### config.mk
export PLATFORM = sky130hd
export DESIGN_NAME = rr_output_arbiter
export DESIGN_NICKNAME = d
export VERILOG_FILES = /design/src/rtl/rr_output_arbiter.sv
export SDC_FILE = /design/constraint.sdc
export NUM_CORES = 1
export LEC_CHECK = 0
export ABC_AREA = 1
export CORE_UTILIZATION = 60
export DETAILED_ROUTE_END_ITERATION = 8
export DONT_BUFFER_PORTS = 1
export GPL_TIMING_DRIVEN = 0
export PLACE_DENSITY = 0.8
export SLEW_MARGIN = 20
export SYNTH_ARGS = -nofsm -noshare
export SYNTH_HDL_FRONTEND = slang
export SYNTH_SLANG_ARGS = --single-unit
### constraint.sdc
create_clock -name clk -period 6.2 [get_ports clk]
set_input_delay 0.62 -clock clk [delete_from_list [all_inputs] [get_ports clk]]
set_output_delay 0.62 -clock clk [all_outputs]
set_load 0.005 [all_outputs]
### src/rtl/rr_output_arbiter.sv
// rr_output_arbiter: round-robin arbiter driving one registered router output link; `ARB_CREDIT_EN selects credit flow control over valid/ready.
module rr_output_arbiter #(
  parameter int REN = 5,
  parameter int PL = 8,
  parameter int CRED_MAX = 4
) (
  input  logic              clk,
  input  logic              rst,
  input  logic [REN*PL-1:0] in_data,
  input  logic [REN-1:0]    in_valid,
  output logic [REN-1:0]    in_ready,
  output logic [PL-1:0]     out_data,
  output logic              out_valid,
  input  logic              out_ready,
  input  logic              credit_in,
  output logic [3:0]        grant_idx,
  output logic              cred_err
);
  logic [3:0] ptr, win, nxt, idx;
  logic [15:0] vpad;
  logic [PL-1:0] pkt;
  logic found, can_load, grant, hold;
  assign vpad = 16'(in_valid);
  // Scan from the far end back towards ptr so the closest requester wins.
  always_comb begin
    win = '0;
    idx = '0;
    found = 1'b0;
    for (int k = REN - 1; k >= 0; k--) begin
      idx = 4'((int'(ptr) + k) % REN);
      if (vpad[idx]) begin
        win = idx;
        found = 1'b1;
      end
    end
  end
  always_comb begin
    pkt = '0;
    in_ready = '0;
    for (int i = 0; i < REN; i++) begin
      pkt = (win == 4'(i)) ? in_data[i*PL +: PL] : pkt;
      in_ready[i] = grant && (win == 4'(i));
    end
  end
  assign nxt = (win == 4'(REN - 1)) ? 4'd0 : win + 4'd1;
  assign grant = found & can_load & ~rst;
`ifdef ARB_CREDIT_EN
  logic [3:0] cnt;
  logic unused_ready;
  assign unused_ready = out_ready;
  assign can_load = cnt != 4'd0;
  assign hold = 1'b0;
  always_ff @(posedge clk) begin
    if (rst) begin
      cnt <= 4'(CRED_MAX);
      cred_err <= 1'b0;
    end else if (credit_in && !grant && cnt == 4'(CRED_MAX)) begin
      cred_err <= 1'b1;
    end else begin
      cnt <= cnt + 4'(credit_in) - 4'(grant);
    end
  end
`else
  logic unused_credit;
  assign unused_credit = credit_in;
  assign can_load = !out_valid | out_ready;
  assign hold = out_valid & ~out_ready;
  assign cred_err = 1'b0;
`endif
  always_ff @(posedge clk) begin
    if (rst) begin
      out_data <= '0;
      out_valid <= 1'b0;
      grant_idx <= '0;
      ptr <= '0;
    end else begin
      out_valid <= grant | hold;
      if (grant) begin
        out_data <= pkt;
        grant_idx <= win;
        ptr <= nxt;
      end
    end
  end
endmodule

After elaboration in Yosys (flattened, before gate mapping). Index checks and enable logic that the tools add are counted.

ROM bits: 0. Register bits after elaboration: 17. Bits in writable memories: 0. Logic and storage cells: 63. Latch bits: 0. Output and inout port bits: 19. Memories kept: 0. Bits of input ports: 49.

Add/subtract/negate cells: 5. Multiply operators: 0. Muxes and demuxes: 26. Equal/unequal tests: 4. Div/mod/pow operators: 5. Magnitude comparators: 5. Shifts and indexed selects: 0. Bitwise gates (word level): 7. Reductions and logical operators: 7.

Operators by type and width (count): 32-bit by 4-bit remainder unit with 32-bit output, second input constant (4); 8-bit two-way mux (5); 5-bit by 4-bit remainder unit with 32-bit output, second input constant (1); 4-bit by 5-bit < comparator with 1-bit output, second input constant (5); 4-bit two-way mux (6); 1-bit binary-select mux with 4-bit select (5); 4-bit by 2-bit adder with 5-bit output, second input constant (2); 1-bit two-way mux (10); 4-bit by 2-bit == test with 1-bit output, second input constant (2); 4-bit by 1-bit adder with 5-bit output, second input constant (1); 4-bit by 3-bit adder with 5-bit output, second input constant (1); 1-bit logical AND (5); 4-bit by 1-bit adder with 4-bit output, second input constant (1); 4-bit by 1-bit == test with 1-bit output, second input constant (1); 4-bit by 3-bit == test with 1-bit output, second input constant (1); 4-bit logical NOT (1); 1-bit bitwise AND (3); 1-bit NOT (2); 1-bit OR (2); 1-bit logical NOT (1).

Longest topological paths before layout. Gate-level depths: netlist (run 1).

Word-level depth: 15. Mapped depth: 47. Depth with buffers taken out: 45.

Least setup slack after synthesis (run 1). OpenSTA, ideal clock, no wires.

Path kind: register -> output. From: register ptr[0]. To: output port in_ready[1]. Buffers on the path: 4. Arrival: 5.299 ns. Path slack: 0.281 ns. Stages on the path, launching flop included: 39. Data required time: 5.580 ns. Path through: dfxtp_1 -> buf_4 -> buf_2 -> inv_1 -> ha_1 -> nor2_2 -> nand3_1 -> and2_1 -> ha_1 -> inv_1 -> nand2_1 -> nand3_1 -> nand4_2 -> xor2_1 -> ha_1 -> inv_1 -> or2_2 -> nand3_1 -> [... 3 more ...] -> nand2_1 -> nand2_1 -> nand2_1 -> nand3_1 -> nand3_1 -> nand2_1 -> inv_1 -> nor3_1 -> o22ai_1 -> nand2_1 -> o21ai_0 -> nand2_1 -> o21ai_0 -> ha_1 -> clkbuf_1 -> buf_1 -> nand2_1 -> nor2_1.

Cells in the longest elaborated chain, start to end: 12. Elaborated cells on any way between the ends: 33. Those cells by class: add/sub: 4; div: 5; eq/ne: 1; mux: 20; bitwise: 2; reduce/logical: 1.

Ends and longest elaborated chain: start: declaration (RTL line 19) `logic [3:0] ptr, win, nxt, idx;`; start signal: assignment (RTL line 81) `ptr <= nxt;`; 4-bit by 3-bit adder with 5-bit output (RTL line 30) `idx = 4'((int'(ptr) + k) % REN);`; 32-bit by 4-bit remainder unit with 32-bit output (RTL line 30); 1-bit binary-select mux with 4-bit select (RTL line 31) `if (vpad[idx]) begin`; 1-bit two-way mux (not written as such) (RTL line 31); 1-bit two-way mux (5 in series) (RTL line 31); 1-bit bitwise AND (2 in series) (RTL line 46) `assign grant = found & can_load & ~rst;`; 1-bit logical AND (*) (RTL line 42) `in_ready[i] = grant && (win == 4'(i));`; end: declaration (RTL line 11) `output logic [REN-1:0] in_ready,`.

Mark *: on every way between the ends. The rest lies on a longest branch, timed or not. The select of a mux whose other input is x is not followed.

Worst setup path in the final report (run 1).
From: register ptr[0]. To: output port in_ready[3].

Elaborated cells on any way between the ends: 33. Those cells by class: add/sub: 4; div: 5; eq/ne: 1; mux: 20; bitwise: 2; reduce/logical: 1.

RTL lines (RTL line): 4-bit by 3-bit adder with 5-bit output (30); 32-bit by 4-bit remainder unit with 32-bit output (30); 1-bit binary-select mux with 4-bit select (31); 1-bit two-way mux (not written as such) (31); 4-bit two-way mux (4 in series) (31); 4-bit two-way mux (*) (31); named net win[1] (19); 4-bit by 2-bit == test with 1-bit output (*) (42); 1-bit logical AND (*) (42).

Mark *: on every way through the listed nets, which the timed path passes. The rest lies on a longest branch. The select of a mux whose other input is x is not followed.

==> impl_metrics.csv, run 1 <==
group,metric,value,unit
detailed_routing,vias_per_cell,5.64,
synth,yosysTopAreaCell,"nand2_1",
cts,numCtsBuffers,3,
finish,nets,791,
global_route,track_usage,0.284,
synth,ys.flop_type,"dfxtp_1",
worst_setup_path,slowest_delay,0.40,ns
synth,synth_area_leaders,"nand2_1 (17%), ha_1 (14%), inv_1 (9.4%)",
worst_setup_path,cp_slowest_cell,"dfxtp_4",
floorplan,die_h,83.3,um
floorplan,dieWidth,83.3,um
finish,n_antenna_cell,0,
finish,fillers,547,
job,maxCapViolCount,0,
detailed_routing,routedWlPerCell,13.9,um
detailed_routing,wl_met1,4900,um
placed_design,portBuffers,0,
sta,setup_viol,0,
synth,synth_cell_type_count,47,
cts,ctsHtreeMaxLevel,1,
min_path,whs_path_depth,2,
synth,synthTopCellsByCount,"nand2_1 (178), inv_1 (99), nand3_1 (60)",
worst_setup_path,timing.rr.end,"out_data[6]",
floorplan,io_pins,68,
finish,layout-drive-gt1-share,0.210,
worst_setup_path,start_kind,"flip-flop",
detailed_routing,drt-total-wl,10700,um
sta,finalMaxSlewViolations,0,
detailed_routing,drtIter0Drc,197,
detailed_routing,met2_length,5170,um
detailed_routing,vias,4358,
sta,min_period,5.94,ns
worst_setup_path,cp_max_fo,10,
worst_setup_path,endpoint_kind,"output pin",
detailed_routing,firstDrtPassIters,5,
global_route,first_global_vias,3870,
placed_design,hpwl,7990,um
cts,postCtsHoldBufs,0,
synth,synth.most_common_cell,"nand2_1",
floorplan,core_area,6390,um2
sta,rsz0062_at_grt,"true",
synth,synth.top_cell.area_share,0.168,
sta,fin_tns_setup,0,ns
sta,slew_headroom,0.588,
worst_setup_path,r2r_slack,0.72,ns
worst_setup_path,r2r-start,"ptr[0]",
floorplan,dieArea,6950,um2
synth,yosysWarnings,0,
global_route,grt_start_max_net_pins,13,
cts,clock-sinks,17,
floorplan,initial_core_util,0.622,
global_route,grt-ovfl-total,0,
synth,yosysSeqAreaShare,0.0857,
synth,syn_area,3970,um2
worst_setup_path,cp.arrival,5.32,ns
sta,hold_viol,0,
floorplan,placementRows,29,
cts,root_buffer,"clkbuf_8",
worst_setup_path,crit_required,5.58,ns
synth,synthCells,673,
min_path,worstHoldStart,"grant_idx[3]",
synth,ys_ff_latch,17,
global_route,grt_pass1_wl,17000,um
synth,synth_nets,767,
detailed_routing,ant_nets,0,
run_status,status,"finished clean",
finish,fin_util,0.713,
sta,max_freq,168,MHz
detailed_routing,top_layer,"met4",
detailed_routing,wl_met3,542,um
global_route,antenna_found_initial,0,
min_path,hold_path_end,"grant_idx[3]",
synth,async_reset_ff_frac,0,
synth,syn_area_per_cell,5.90,um2
cts,clock_latency,0.26,ns
worst_setup_path,path_class,"flip-flop to output pin",
sta,worstMarginPinSlew,0.611,ns
min_path,hold_path_class,"flip-flop to flip-flop",
cts,cts.clk_slew.worst_paths,0.06,ns
worst_setup_path,crit_top_cell,"nand2_1",
sta,finalClockSkew,0.00701,ns
placed_design,gp_congestion,0.859,
sta,min_period_over_period,0.958,
detailed_routing,drc,0,
cts,cts_max_path_buffers,2,
finish,area_growth,14.7,%
cts,cts_tree,"yes",
sta,hold_ws,0.466,ns
worst_setup_path,ff2ff_path_depth,41,
synth,synth-edff-count,0,
-- registers in the layout (all words and copies together), names as in the netlist --
name,count
ptr,4
out_data,8
grant_idx,4
out_valid,1
-- how the worst max path moves through the flow --
stage	start	endpoint	slack (ns)	cells after the start
global route	ptr[0]	in_ready[3]	-0.12	37
finish	ptr[0]	in_ready[3]	0.26	37
CTS	ptr[2]	in_ready[3]	0.01	33
detailed placement	ptr[0]	in_ready[1]	-0.83	38
global placement	ptr[0]	in_ready[1]	-0.68	38
floorplan	ptr[0]	in_ready[1]	0.28	38
-- placed cells by master, fill, tap and decap left out, types with 3 or more instances in the layout --
| cell | count |
|---|---|
| a21oi_1 | 25 |
| nor2_4 | 7 |
| o211ai_1 | 3 |
| clkinvlp_4 | 3 |
| nor2_2 | 4 |
| nand3b_1 | 5 |
| ha_4 | 7 |
| inv_2 | 14 |
| dfxtp_1 | 13 |
| a21oi_2 | 4 |
| nand2_1 | 170 |
| xor2_2 | 3 |
| nor2_1 | 43 |
| ha_1 | 37 |
| o21ai_1 | 11 |
| clkinv_1 | 3 |
| nand2_4 | 4 |
| nor3_1 | 5 |
| xor2_1 | 12 |
| nand3_2 | 11 |
| nand4_1 | 30 |
| clkbuf_8 | 3 |
| nand2_2 | 29 |
| o21ai_0 | 20 |
| nand3_1 | 55 |
| dfxtp_4 | 4 |
| o21ai_2 | 4 |
| inv_1 | 94 |
| xnor2_1 | 4 |
| buf_6 | 4 |
| buf_4 | 22 |
| clkbuf_1 | 5 |
-- layout make-up --
cell class | instances | area (um2) | area share
multi-input cells | 522 | 3310 | 0.726
inverters | 115 | 445 | 0.0978
plain buffers | 17 | 146 | 0.0321
clock inverters | 1 | 5.00 | 0.00110
repair buffers | 21 | 158 | 0.0346
flip-flops and latches | 17 | 355 | 0.0780
clock buffers | 3 | 41.3 | 0.00907
well taps | 77 | 96.3 | 0.0212
-- through the flow --
step | instances | area (um2) | setup WS, ns
6_report | 773 | 4550 | 0.257
5_1_grt | 773 | 4550 | -0.124
4_1_cts | 759 | 4270 | 0.0134
3_5_place_dp | 750 | 4070 | -0.835
3_3_place_gp | 750 | 4070 | -0.680
2_1_floorplan | 673 | 3970 | 0.281
-- routing by layer --
layer / up-vias / GRT usage
met3: 13 / 0.0268
met5: - / 0
met2: 134 / 0.478
met4: 0 / 0.0549
met1: 2007 / 0.395
li1: 2204 / -
-- kinds of logic after synthesis --
| kind of cell | synth area share |
|---|---|
| xor+xnor | 0.0441 |
| simple gates | 0.472 |
| compound gates | 0.119 |
| other cells | 0.000945 |
| buf+inv | 0.137 |
| flops | 0.0857 |
| fa+ha+maj | 0.142 |
-- worst max-delay path: cells and delay by family, from the launching register on --
kind / cells / cell delay [ns]
simple gates: 20 / 2.38
buf+inv: 8 / 0.90
fa+ha+maj: 4 / 0.71
flops: 1 / 0.40
xor+xnor: 2 / 0.40
compound gates: 3 / 0.26
-- timing repair --
item	4_1_cts	5_1_grt
endpoints found under the hold margin	0	0
gates resized for setup	33	40
pin swaps	3	10
endpoints found under the setup margin	14	13
setup buffers	7	14
Power of run 1 is not shown: default switching activity piles up to over one toggle a cycle in this logic, so the estimate is an artifact.
==> run 2, diff against run 1 <==
--- a/config.mk
+++ b/config.mk
@@ -10,7 +10,7 @@
 export DETAILED_ROUTE_END_ITERATION = 8
 export DONT_BUFFER_PORTS = 1
 export GPL_TIMING_DRIVEN = 0
-export PLACE_DENSITY = 0.8
+export PLACE_DENSITY = 0.9
 export SLEW_MARGIN = 20
 export SYNTH_ARGS = -nofsm -noshare
 export SYNTH_HDL_FRONTEND = slang
==> run 2 against run 1 <==
  * Via count is 3.5% higher
  * Flip-flop and latch count is the same
  * Clock skew shrank 0.0063 ns
==> impl_metrics.csv, run 2 (synthesis results as in run 1) <==
group,metric,value,unit
sta,max_freq,166,MHz
finish,layout-drive-gt1-share,0.208,
cts,numCtsBuffers,3,
floorplan,core_area,6390,um2
worst_setup_path,cp_slowest_cell,"dfxtp_4",
finish,top_register,"out_data",
global_route,antenna_found_initial,0,
global_route,grt_start_max_net_pins,13,
global_route,track_usage,0.288,
sta,hold_ws,0.471,ns
placed_design,hpwl,8180,um
cts,clock-sinks,17,
worst_setup_path,startpoint,"ptr[1]",
finish,area_growth,14.0,%
worst_setup_path,r2r_slack,0.63,ns
finish,final_cell_mix,"nand2_1 (171), inv_1 (94), nand3_1 (56)",
worst_setup_path,crit_required,5.58,ns
job,maxCapViolCount,0,
finish,largestRegisters,"out_data: 8 flops, grant_idx: 4 flops, ptr: 4 flops",
cts,postCtsHoldBufs,0,
finish,nets,786,
cts,root_buffer,"clkbuf_8",
floorplan,dieWidth,83.3,um
placed_design,gp_congestion,0.931,
min_path,hold_path_class,"flip-flop to flip-flop",
detailed_routing,ant_nets,0,
worst_setup_path,endpoint_kind,"output pin",
finish,ff_latch_area,350,um2
finish,multi_input_area,3330,um2
floorplan,dieArea,6950,um2
sta,slew_headroom,0.624,
sta,hold_viol,0,
run_status,status,"finished clean",
floorplan,io_pins,68,
finish,final_common_cell,"nand2_1",
sta,finalClockSkew,0.000689,ns
floorplan,placementRows,29,
worst_setup_path,slowest_delay,0.43,ns
cts,ctsHtreeMaxLevel,1,
detailed_routing,drtIter0Drc,416,
cts,cts.clk_slew.worst_paths,0.06,ns
cts,cts_tree,"yes",
finish,fillers,509,
finish,n_antenna_cell,0,
worst_setup_path,r2r-start,"ptr[0]",
detailed_routing,vias,4512,
floorplan,die_h,83.3,um
sta,min_period_over_period,0.971,
worst_setup_path,cp_max_fo,10,
worst_setup_path,timing.rr.end,"out_data[4]",
worst_setup_path,ff2ff_path_depth,43,
worst_setup_path,start_kind,"flip-flop",
worst_setup_path,crit_top_cell,"nand2_1",
cts,clock_latency,0.25,ns
finish,largest_register_ffs,8,
detailed_routing,vias_per_cell,5.88,
placed_design,portBuffers,0,
cts,cts_max_path_buffers,2,
sta,min_period,6.02,ns
sta,finalMaxSlewViolations,0,
sta,worstMarginPinSlew,0.558,ns
detailed_routing,drc,0,
detailed_routing,drt-total-wl,11000,um
floorplan,initial_core_util,0.622,
worst_setup_path,cp.arrival,5.40,ns
global_route,grt_pass1_wl,17100,um
global_route,grt-ovfl-total,0,
global_route,first_global_vias,4081,
worst_setup_path,setup.worst_path.end,"in_ready[3]",
detailed_routing,routedWlPerCell,14.3,um
detailed_routing,firstDrtPassIters,5,
worst_setup_path,path_class,"flip-flop to output pin",
sta,setup_viol,0,
-- run 2: cell count changes in the layout (fill, tap and decap cells not counted), sizes merged --
cell and delta:
clkinv -1, buf -4
-- run 2: metal layers --
layer,part of all wire,track usage
met3,0.059,0.0298
met2,0.50,0.527
met4,0.026,0.0909
met5,0,0
met1,0.42,0.349
-- run 2: how the worst min path moves through the flow --
| stage | start | endpoint | slack [ns] | cells past startpoint |
|---|---|---|---|---|
| 2_1_floorplan | grant_idx[3] | grant_idx[3] | 0.44 | 2 |
| 3_3_place_gp | grant_idx[3] | grant_idx[3] | 0.46 | 2 |
| 3_5_place_dp | grant_idx[3] | grant_idx[3] | 0.46 | 2 |
| 4_1_cts | grant_idx[3] | grant_idx[3] | 0.47 | 2 |
| 5_1_grt | grant_idx[3] | grant_idx[3] | 0.50 | 2 |
| 6_report | grant_idx[3] | grant_idx[3] | 0.47 | 2 |
-- run 2: critical path: cells and delay by family, from the launching register on --
kind | cells | cell delay [ns]
and+or+nand+nor | 22 | 2.61
adders and majority gates | 4 | 0.72
buffers and inverters | 6 | 0.68
DFF | 1 | 0.43
AOI/OAI and AO/OA | 4 | 0.46
xor gates and xnor gates | 1 | 0.21
-- run 2: layout make-up --
| cell class | count | share of cell area |
|---|---|---|
| Clock buffer | 4 | 0.00995 |
| Buffer | 17 | 0.0310 |
| Multi-Input combinational cell | 522 | 0.735 |
| Inverter | 115 | 0.0984 |
| Timing Repair Buffer | 16 | 0.0265 |
| Sequential cell | 17 | 0.0774 |
| Tap cell | 77 | 0.0213 |
-- run 2: through the flow --
stage	cell area (um2)	instances	worst slack [ns]	utilization	TNS [ns]
after global placement	4070	750	-0.604	0.637	-4.96
after CTS	4290	758	0.00186	0.671	0
after floorplan	3970	673	0.281	-	0
after global routing	4530	768	-0.109	0.709	-0.272
after detailed placement	4070	750	-0.919	0.637	-9.49
final	4530	768	0.182	0.709	0
-- run 2: timing repair --
action | 4_1_cts | 5_1_grt
gates cloned | 0 | 0
resized for setup | 35 | 37
endpoints found under the setup margin | 16 | 11
hold endpoints to repair | 0 | 0
pin swaps | 4 | 7
setup buffers | 6 | 10
Power of run 2 is left out for the same reason.
